--- config.mk ---
export PLATFORM = sky130hd
export DESIGN_NAME = fp_pack_round
export DESIGN_NICKNAME = d
export VERILOG_FILES = /design/src/rtl/fp_pack_round.sv
export SDC_FILE = /design/constraint.sdc
export NUM_CORES = 1
export LEC_CHECK = 0
export CAP_MARGIN = 10
export CORE_ASPECT_RATIO = 1.1
export CORE_MARGIN = 3
export CORE_UTILIZATION = 35
export DETAILED_ROUTE_END_ITERATION = 10
export SYNTH_ARGS = -nofsm -noshare
export SYNTH_HDL_FRONTEND = slang
export SYNTH_SLANG_ARGS = --single-unit
--- constraint.sdc ---
create_clock -name clk -period 7.5 [get_ports clk]
set_clock_uncertainty 0.05 [all_clocks]
set_input_delay 1.5 -clock clk [delete_from_list [all_inputs] [get_ports clk]]
set_output_delay 1.5 -clock clk [all_outputs]
set_load 0.005 [all_outputs]
--- src/rtl/fp_pack_round.sv ---
// fp_pack_round: normalize, denormalize, round and pack a binary32 result.
// Takes the unnormalized sign/exponent/significand bundle from the FPU
// datapath, aligns it one bit per cycle, rounds once and holds the packed
// word with its exception flags until the consumer takes it.
// Build option: define FPU_ROUND_NEAREST_EN for round-to-nearest-even;
// otherwise the unit rounds toward zero.
module fp_pack_round (
    input  logic        clk,
    input  logic        reset,
    input  logic        in_valid,
    output logic        in_ready,
    input  logic        in_sign,
    input  logic [9:0]  in_exp,
    input  logic [27:0] in_sig,
    input  logic        in_nan,
    input  logic        in_inf,
    output logic        out_valid,
    input  logic        out_ready,
    output logic [31:0] result,
    output logic        flag_invalid,
    output logic        flag_overflow,
    output logic        flag_underflow,
    output logic        flag_inexact
);

`ifdef FPU_ROUND_NEAREST_EN
    localparam bit RNE_EN = 1'b1;
`else
    localparam bit RNE_EN = 1'b0;
`endif

    typedef enum logic [1:0] {IDLE, ALIGN, ROUND, DONE} state_t;

    state_t             state_q, state_d;
    logic               sign_q, sign_d;
    // One bit wider than the input so carry/round increments at the top
    // of the input range cannot wrap.
    logic signed [10:0] exp_q, exp_d;
    logic [27:0]        sig_q, sig_d;
    logic [31:0]        result_q, result_d;
    // {invalid, overflow, underflow, inexact}
    logic [3:0]         flags_q, flags_d;

    logic [24:0]        sig_rnd;
    logic signed [10:0] exp_rnd;
    logic               inexact_w;
    logic               ovf_w;

    // Increment decision on the rounding bits; always zero when truncating.
    function automatic logic round_up(input logic lsb, input logic g,
                                      input logic r, input logic s);
        return RNE_EN & g & (r | s | lsb);
    endfunction

    // Overflow saturates to infinity for RNE, to max finite for RTZ.
    function automatic logic [31:0] sat_result(input logic sign);
        return RNE_EN ? {sign, 8'hFF, 23'h000000} : {sign, 8'hFE, 23'h7FFFFF};
    endfunction

    // Round the aligned significand; a carry out renormalizes to 1.0 x 2^(e+1).
    always_comb begin
        inexact_w = |sig_q[2:0];
        sig_rnd   = sig_q[27:3] + {24'b0, round_up(sig_q[3], sig_q[2], sig_q[1], sig_q[0])};
        exp_rnd   = exp_q;
        if (sig_rnd[24]) begin
            sig_rnd = 25'h0800000;
            exp_rnd = exp_q + 11'sd1;
        end
        ovf_w = (exp_rnd >= 11'sd255);
    end

    // Next-state and datapath update for the capture/align/round/done sequence.
    always_comb begin
        state_d  = state_q;
        sign_d   = sign_q;
        exp_d    = exp_q;
        sig_d    = sig_q;
        result_d = result_q;
        flags_d  = flags_q;
        case (state_q)
            IDLE: begin
                if (in_valid) begin
                    sign_d  = in_sign;
                    exp_d   = {in_exp[9], in_exp};
                    sig_d   = in_sig;
                    flags_d = 4'b0000;
                    if (in_nan) begin
                        result_d = 32'h7FC00000;
                        flags_d  = 4'b1000;
                        state_d  = DONE;
                    end else if (in_inf) begin
                        result_d = {in_sign, 8'hFF, 23'h000000};
                        state_d  = DONE;
                    end else if (in_sig == 28'h0) begin
                        result_d = {in_sign, 31'b0};
                        state_d  = DONE;
                    end else if ($signed(in_exp) < -10'sd26) begin
                        // Too small to survive any shift: collapse to sticky only.
                        sig_d   = {27'b0, |in_sig};
                        exp_d   = 11'sd1;
                        state_d = ALIGN;
                    end else begin
                        state_d = ALIGN;
                    end
                end
            end
            ALIGN: begin
                if (sig_q[27] || (exp_q < 11'sd1)) begin
                    sig_d = {1'b0, sig_q[27:2], sig_q[1] | sig_q[0]};
                    exp_d = exp_q + 11'sd1;
                end else if (!sig_q[26] && (exp_q > 11'sd1)) begin
                    sig_d = {sig_q[26:0], 1'b0};
                    exp_d = exp_q - 11'sd1;
                end else begin
                    state_d = ROUND;
                end
            end
            ROUND: begin
                if (ovf_w) begin
                    result_d = sat_result(sign_q);
                end else begin
                    result_d = {sign_q, sig_rnd[23] ? exp_rnd[7:0] : 8'h00, sig_rnd[22:0]};
                end
                flags_d = {1'b0, ovf_w, ~sig_rnd[23] & inexact_w, inexact_w | ovf_w};
                state_d = DONE;
            end
            DONE: begin
                if (out_ready) begin
                    state_d = IDLE;
                end
            end
            default: state_d = IDLE;
        endcase
    end

    // Control and visible outputs: cleared by reset.
    always_ff @(posedge clk) begin
        if (reset) begin
            state_q  <= IDLE;
            result_q <= 32'h0;
            flags_q  <= 4'b0000;
        end else begin
            state_q  <= state_d;
            result_q <= result_d;
            flags_q  <= flags_d;
        end
    end

    // Working significand/exponent: only meaningful while an operation is in flight.
    always_ff @(posedge clk) begin
        sign_q <= sign_d;
        exp_q  <= exp_d;
        sig_q  <= sig_d;
    end

    assign in_ready       = (state_q == IDLE);
    assign out_valid      = (state_q == DONE);
    assign result         = result_q;
    assign flag_invalid   = flags_q[3];
    assign flag_overflow  = flags_q[2];
    assign flag_underflow = flags_q[1];
    assign flag_inexact   = flags_q[0];

endmodule

Word-level counts from Yosys, hierarchy flattened
Index checks and enable logic that the tools add are counted.
{"block": "word_totals", "output_inout_bits": 38, "elab_cells": 75, "regBits": 78}
{"block": "classes", "n_lt_le_gt_ge": 4, "n_addsub": 2, "n_reduce_logical": 14, "mux": 36, "eq_ne": 9, "n_bitwise": 4}
{"op": "two-way mux 28 bit", "n": 7}
{"op": "two-way mux 32 bit", "n": 4}
{"op": "two-way mux 11 bit", "n": 8}
{"op": "one-hot mux 32 bit (2 select lines)", "n": 1}
{"op": "one-hot mux 28 bit (2 select lines)", "n": 1}
{"op": "two-way mux 31 bit", "n": 1}
{"op": "zero test 28 bit", "n": 1}
{"op": "OR reduction 28 bit", "n": 1}
{"op": "two-way mux 24 bit", "n": 1}
{"op": "one-hot mux 11 bit (2 select lines)", "n": 1}
{"op": "two-way mux 2 bit", "n": 7}
{"op": "adder 11 x 2 -> 11 bit (second input constant)", "n": 1}
{"op": ">= comparator 11 x 9 -> 1 bit (second input constant)", "n": 1}
{"op": "> comparator 11 x 2 -> 1 bit (second input constant)", "n": 1}
{"op": "< comparator 11 x 2 -> 1 bit (second input constant)", "n": 1}
{"op": "subtractor 11 x 2 -> 11 bit (second input constant)", "n": 1}
{"op": "< comparator 10 x 6 -> 1 bit (second input constant)", "n": 1}
{"op": "two-way mux 4 bit", "n": 2}
{"op": "two-way mux 8 bit", "n": 1}
{"op": "one-hot mux 2 bit (4 select lines)", "n": 1}
{"op": "one-hot mux 4 bit (2 select lines)", "n": 1}
{"op": "inequality test 2 bit (second input constant)", "n": 3}
{"op": "AND reduction 3 bit", "n": 2}
{"op": "== test 2 bit (second input constant)", "n": 2}
{"op": "other kinds (15)", "n": 18}

Longest topological paths before layout
Gate-level depths: netlist of the first run.
{"block": "depth", "ltp_word": 7, "depth_mapped": 11}

Least setup slack after synthesis of the first run
OpenSTA, ideal clock, no wires.
{"block": "synth_path", "kind": "input-to-reg", "startpoint": "in in_valid", "endpoint": "reg exp_q[0], enable pin", "setup_slack_ns": 3.343, "stages": 4, "path_buffers": 0, "t_required_ns": 7.002, "arrival_ns": 3.658, "path_cell_list": "inv_1 -> nand2_1 -> o21ai_0 -> a21oi_1"}
{"block": "synth_via", "elab_chain_len": 2}
{"item": "start, declared", "line": "10", "text": "input logic in_valid,"}
{"item": "inequality test 2 bit (no source line)"}
{"item": "AND reduction 3 bit (no source line)"}
{"item": "end signal, assigned", "line": "152", "text": "exp_q <= exp_d;"}
{"item": "end, declared", "line": "38", "text": "logic signed [10:0] exp_q, exp_d;"}
Every way passes these cells.
A chain may end at the register's enable or synchronous reset.

Final worst setup path of the first run
{"block": "layout_path", "startpoint": "in in_sig[2]", "endpoint": "reg result_q[0] (netlist: result[0])"}
{"block": "layout_via", "elab_chain_len": 3}
{"item": "start, declared", "line": "14", "text": "input logic [27:0] in_sig,"}
{"item": "zero test 28 bit", "line": "94", "text": "end else if (in_sig == 28'h0) begin"}
{"item": "inequality test 4 x 1 -> 1 bit (no source line)"}
{"item": "AND reduction 3 bit (no source line)"}
{"item": "end signal, assigned", "line": "144", "text": "result_q <= result_d;"}
{"item": "end, declared", "line": "40", "text": "logic [31:0] result_q, result_d;"}
Every way passes these cells.

==> out/metrics.csv, run 1 <==
metric;value;unit
status;complete, no violations;
port_buffers;82;
num_rows;42;
synth_seq_area_share;0.4345;
cp-start-kind;input port;
floorplan.initialDensity;0.3672;
final_common_cell;clkdlybuf4s50_1;
syn_nets;490;
grt_pass1_wl;19930;µm
crit_path_end_kind;flop;
gp_congestion;0.8665;
hp-start;flags_q[2];
synth.distinct_cells;67;
clkSinkCount;78;
grt_use_total;0.1723;
hold_buffers;0;
instances_no_fill;656;
cts.clk_slew.worst_paths;0.06;ns
pin_count;83;
layout_setup_ws;3.146;ns
vdd_ir_drop_max;225.4;µV
synth-seq-cells;78;
drtPass1Iterations;4;
grt_overflow;0;
drt-initial-drc-count;330;
grt_max_degree;40;
reg2reg_depth;8;
cts-root-buf;clkbuf_16;
final.setup.tns;0;ns
grt_setup_unrepaired;false;
worst_hold_path.num_cells;2;
syn2layout_area_growth;26.57;%
rrSetupSlack;4.36;ns
max_freq;229.7;MHz
nets;550;
worst_ep_required_time;7.67;ns
h-tree-depth;3;
power_density;432.0;nW/µm²
synth_flop_cell;edfxtp_1;
synth_top_area_share;0.2660;
drc;0;
ys_top_cells_by_area;edfxtp_1, dfxtp_1, mux2i_1, o2bb2ai_1, a221o_1;
avgSynthCellArea;10.33;µm²
vias;3803;
n_antenna_cell;0;
critPathSlowestCell;a21oi_1;
die_area;14300;µm²
cts_tree;built;
clk_latency;0.34;ns
hold_viol;0;
placed_cells;640;
drv_slew;0;
hold_path.class;reg -> reg;
path_class;in -> reg;
drive_above_1_share;0.07769;
preCtsSetupSlack;2.796;ns
period_share;0.5806;
critPathMaxFanout;22;
worstPathArrival;4.52;ns
tightest_slew;0.9657;ns
clock_path_buffers;2;
post_cts_resized;0;
routed_via_density;5.797;
cts-buffers-inserted;9;
setup_viol;0;
ys.warnings.count;0;
path_cells;clkdlybuf4s50_1 -> nor4_1 -> nand2_1 -> o31a_1 -> a21oi_1 -> nor2_1 -> buf_4 -> a221o_1;
synth_area_leader_cell;edfxtp_1;
max-slew-margin-rel;0.3555;
async_flop_share;0;
die_h;125.1;µm
r2r_start;exp_q[0];
antenna_left;0;
antenna_found_initial;0;
period_needed;4.354;ns
slowest_delay;0.78;ns
syn_inst;437;
min_to;flags_q[2];
die_w;114.3;µm
cap_violations;0;
grt_pass1_vias;3786;
nFillCells;1203;
core;12300;µm²
p_leak;1.992;nW
reg2reg_to;result[28];
post-cts-setup-buffers;0;
mostFrequentLayoutCells;clkdlybuf4s50_1, edfxtp_1, dfxtp_1;
synth_edf_count;40;
dpl.hpwl;8564;µm
netlist_area;4516;µm²
routedWlPerCell;18.27;µm
wl;11990;µm
-- cell families (layout without fill, tap and decap cells) --
| family | count (synthesis) | in the layout | share of synthesized area |
|---|---|---|---|
| mux | 32 | 32 | 0.07121 |
| simple gates | 116 | 116 | 0.1469 |
| flops | 78 | 78 | 0.4345 |
| fa+ha+maj | 8 | 8 | 0.02217 |
| buf+inv | 51 | 116 | 0.05597 |
| compound gates | 142 | 142 | 0.2499 |
| xor+xnor | 10 | 10 | 0.01940 |
-- worst max-delay path: cells and delay by family --
kind / cells / cell delay, ns
AOI/OAI and AO/OA: 3 / 1.61
buffers and inverters: 2 / 0.69
and+or+nand+nor: 3 / 0.71
-- per-layer routing --
metal,vias up,wire (µm),GRT usage
met5,-,0,0
met4,0,113,0.05800
met3,10,561,0.02803
met2,93,5566,0.2571
met1,1866,5746,0.2527
li1,1834,-,-
-- metrics by stage --
step	instance area (µm²)	util	hold slack, ns	power, mW
6_report	5715	0.4648	0.4083	2.469
5_1_grt	5715	0.4648	0.4306	2.648
4_1_cts	5715	0.4648	0.4128	2.481
3_5_place_dp	5400	0.4392	0.4015	2.016
3_3_place_gp	5400	0.4392	0.4024	1.998
2_1_floorplan	4516	-	0.3983	1.669
-- flip-flops by register name, indices dropped and copies added (netlist names) --
name,cells
exp_q,11
sig_q,28
result,32
sign_q,1
flags_q,4
state_q,2
-- cells in the mapped netlist, types with 3 or more instances --
master / n
mux2i_1: 31
o22ai_1: 5
o221ai_1: 3
a22o_1: 9
a21o_1: 4
o2bb2ai_1: 27
dfxtp_1: 38
buf_2: 13
nor3_1: 8
a41oi_1: 3
o21bai_1: 6
ha_1: 8
buf_4: 8
a221o_1: 22
xor2_1: 5
xnor2_1: 5
and2_1: 4
nor2b_1: 8
clkbuf_1: 16
nand2b_1: 4
a21oi_1: 18
nor4_1: 11
o21ai_0: 15
nor3b_1: 3
o21a_1: 3
nand4_1: 6
a211o_1: 3
nor2_1: 15
a31oi_1: 5
nand3_1: 9
nand2_1: 27
inv_1: 11
edfxtp_1: 40
-- power breakdown --
part           leakage (nW)  switching (mW)  total, mW  internal, mW
Combinational          1.13           0.596       1.08         0.488
Clock                 0.154           0.178      0.457         0.279
Sequential            0.705           0.224      0.929         0.705
Total                  1.99           0.997       2.47          1.47
-- final cells by class --
cell class	count	area, µm²	share of cell area
Inverter	11	41.29	0.007224
Tap cell	154	192.7	0.03371
Sequential cell	78	1962	0.3433
Clock inverter	6	65.06	0.01138
Timing Repair Buffer	89	873.3	0.1528
Multi-Input combinational cell	308	2331	0.4078
Clock buffer	10	250.2	0.04378
-- worst max path at each step --
stage                   start         end  slack (ns)  cells past startpoint
floorplan            in_valid    exp_q[0]        3.34                      4
global placement    in_sig[2]  result[17]        2.86                      8
detailed placement  in_sig[2]  result[16]        2.80                      8
CTS                 in_sig[2]   result[0]        3.14                      8
global route        in_sig[2]  result[17]        3.00                      8
finish              in_sig[2]   result[0]        3.15                      8
Note: power is estimated with default switching activity, not from simulation.
==> inputs of run 2 (changes only) <==
==> constraint.sdc (replaced) <==
create_clock -name clk -period 3.6 [get_ports clk]
set_clock_uncertainty 0.05 [all_clocks]
set_input_delay 0.72 -clock clk [delete_from_list [all_inputs] [get_ports clk]]
set_output_delay 0.72 -clock clk [all_outputs]
set_load 0.005 [all_outputs]
==> run 2 against run 1 <==
- first-iteration DRC count down 0.61%
- clock power up 110%
- critical path type unchanged
- total power up 110%
- cell area up 1.1%
- highest routed layer unchanged
- largest cell class unchanged
- wire length up 2.7%
==> out/metrics.csv, run 2 (synthesized netlist as in run 1, its figures left out) <==
metric;value;unit;change
cts-buffers-inserted;9;;unchanged
preCtsSetupSlack;0.3369;ns;-2.459 ns
grt_pass1_wl;19940;µm;about the same
vias;3819;;+0.42%
floorplan.initialDensity;0.3672;;unchanged
grt_use_total;0.1730;;+0.0007666
critPathSlowestCell;nor4_1;;
drive_above_1_share;0.08858;;+0.01089
hold_path.class;reg -> reg;;
cp_top_family;compound AO/OA/AOI/OAI gates;;
setup_viol;0;;unchanged
crit_buf_inv;2;;unchanged
grt_max_degree;37;;-7.5%
grt_pass1_vias;3724;;-1.6%
hold_buffers;0;;unchanged
syn2layout_area_growth;27.93;%;
clk_latency;0.33;ns;about the same
worstPathArrival;3.13;ns;-1.39 ns
slowest_delay;0.48;ns;-0.30 ns
finalPower;5.224;mW;+110%
post-cts-setup-buffers;0;;unchanged
nets;556;;+1.1%
die_w;114.3;µm;unchanged
clock_path_buffers;2;;unchanged
final_common_cell;clkdlybuf4s50_1;;
crit_path_end_kind;flop;;
mostFrequentLayoutCells;clkdlybuf4s50_1, edfxtp_1, dfxtp_1;;
cts_tree;built;;
tightest_slew;0.7108;ns;-0.2549 ns
die_h;125.1;µm;unchanged
drc;0;;unchanged
largest_register_ffs;32;;unchanged
vdd_ir_drop_max;324.0;µV;+44%
routedWlPerCell;18.59;µm;+1.7%
path_cells;clkdlybuf4s50_1 -> nor4_1 -> nand2_1 -> o31a_1 -> a21oi_1 -> nor2_1 -> buf_4 -> a221o_1;;
antenna_left;0;;unchanged
gp_congestion;0.8295;;-4.3%
grt_overflow;0;;unchanged
worst_ep_required_time;3.77;ns;-3.90 ns
clkSinkCount;78;;unchanged
layout_setup_ws;0.6374;ns;-2.508 ns
critPathMaxFanout;22;;unchanged
hold_viol;0;;unchanged
grt_setup_unrepaired;false;;
routed_via_density;5.769;;-0.49%
p_leak;2.024;nW;+1.6%
antenna_found_initial;0;;unchanged
n_antenna_cell;0;;unchanged
power_density;904.4;nW/µm²;+110%
status;complete, no violations;;
drv_slew;0;;unchanged
pin_count;83;;unchanged
final.setup.tns;0;ns;unchanged
cts.clk_slew.worst_paths;0.06;ns;about the same
dpl.hpwl;8764;µm;+2.3%
period_needed;2.963;ns;
num_rows;42;;unchanged
period_share;0.8229;;
placed_cells;646;;+0.94%
path_class;in -> reg;;
post_cts_resized;0;;unchanged
port_buffers;82;;unchanged
cp-start-kind;input port;;
max_freq;337.5;MHz;
h-tree-depth;3;;unchanged
max-slew-margin-rel;0.5261;;+0.1706
cts-root-buf;clkbuf_16;;
cap_violations;0;;unchanged
drt-initial-drc-count;328;;-0.61%
instances_no_fill;662;;+0.91%
core;12300;µm²;unchanged
die_area;14300;µm²;unchanged
wl;12310;µm;+2.7%
drtPass1Iterations;4;;unchanged
==> run 2: cell count changes in the layout (fill, tap and decap cells not counted), sizes merged <==
cell	before	now
clkbuf	10	11
clkinvlp	1	2
clkinv	2	0
buf	7	13
inv	13	14
bufinv	1	0
==> run 2: worst reg2reg max path, cell delays in order (launching register included) <==
cell and delay [ns]:
edfxtp_1 0.72, ha_1 0.27, and4_1 0.25, nand2_1 0.12, a211o_1 0.32, a31o_1 0.26
nor4b_4 0.30, buf_4 0.33, a221o_1 0.17
==> run 2: cell type report <==
class / count / area [µm²]
repair buffers: 95 / 930.9
flip-flops and latches: 78 / 1962
clock buffers: 11 / 275.3
multi-input cells: 308 / 2331
fillers: 1194 / 6520
clock inverters: 5 / 43.79
inverters: 11 / 41.29
well taps: 154 / 192.7
==> run 2: final timing paths <==
path,startpoint,end,slack (ns),cells after the start
worst max register to register,exp_q[0],result[18],0.76,8
worst min-delay path,flags_q[3],flags_q[3],0.41,2
worst max-delay path,in_sig[2],result[18],0.64,8
worst min register to register,flags_q[3],flags_q[3],0.41,2
==> run 2: where the power goes <==
group,total [mW],leakage [nW],switching [mW],internal (mW)
Combinational,2.31,1.17,1.24,1.07
Sequential,1.97,0.705,0.501,1.47
Clock,0.946,0.151,0.385,0.561
Total,5.22,2.02,2.13,3.10
==> run 2: metrics by stage <==
stage / hold slack (ns) / instance area [µm²] / utilization
after floorplan: 0.3983 / 4519 / -
after global placement: 0.4020 / 5458 / 0.4438
after detailed placement: 0.3991 / 5458 / 0.4438
after CTS: 0.4074 / 5777 / 0.4698
after global routing: 0.4306 / 5777 / 0.4698
final: 0.4052 / 5777 / 0.4698
==> run 2: routing by layer <==
metal	vias to the layer above	global-route usage	share of wire
met4	0	0.06918	0.017
met5	-	0	0
li1	1853	-	-
met2	131	0.2536	0.44
met3	14	0.02658	0.059
met1	1821	0.2540	0.48
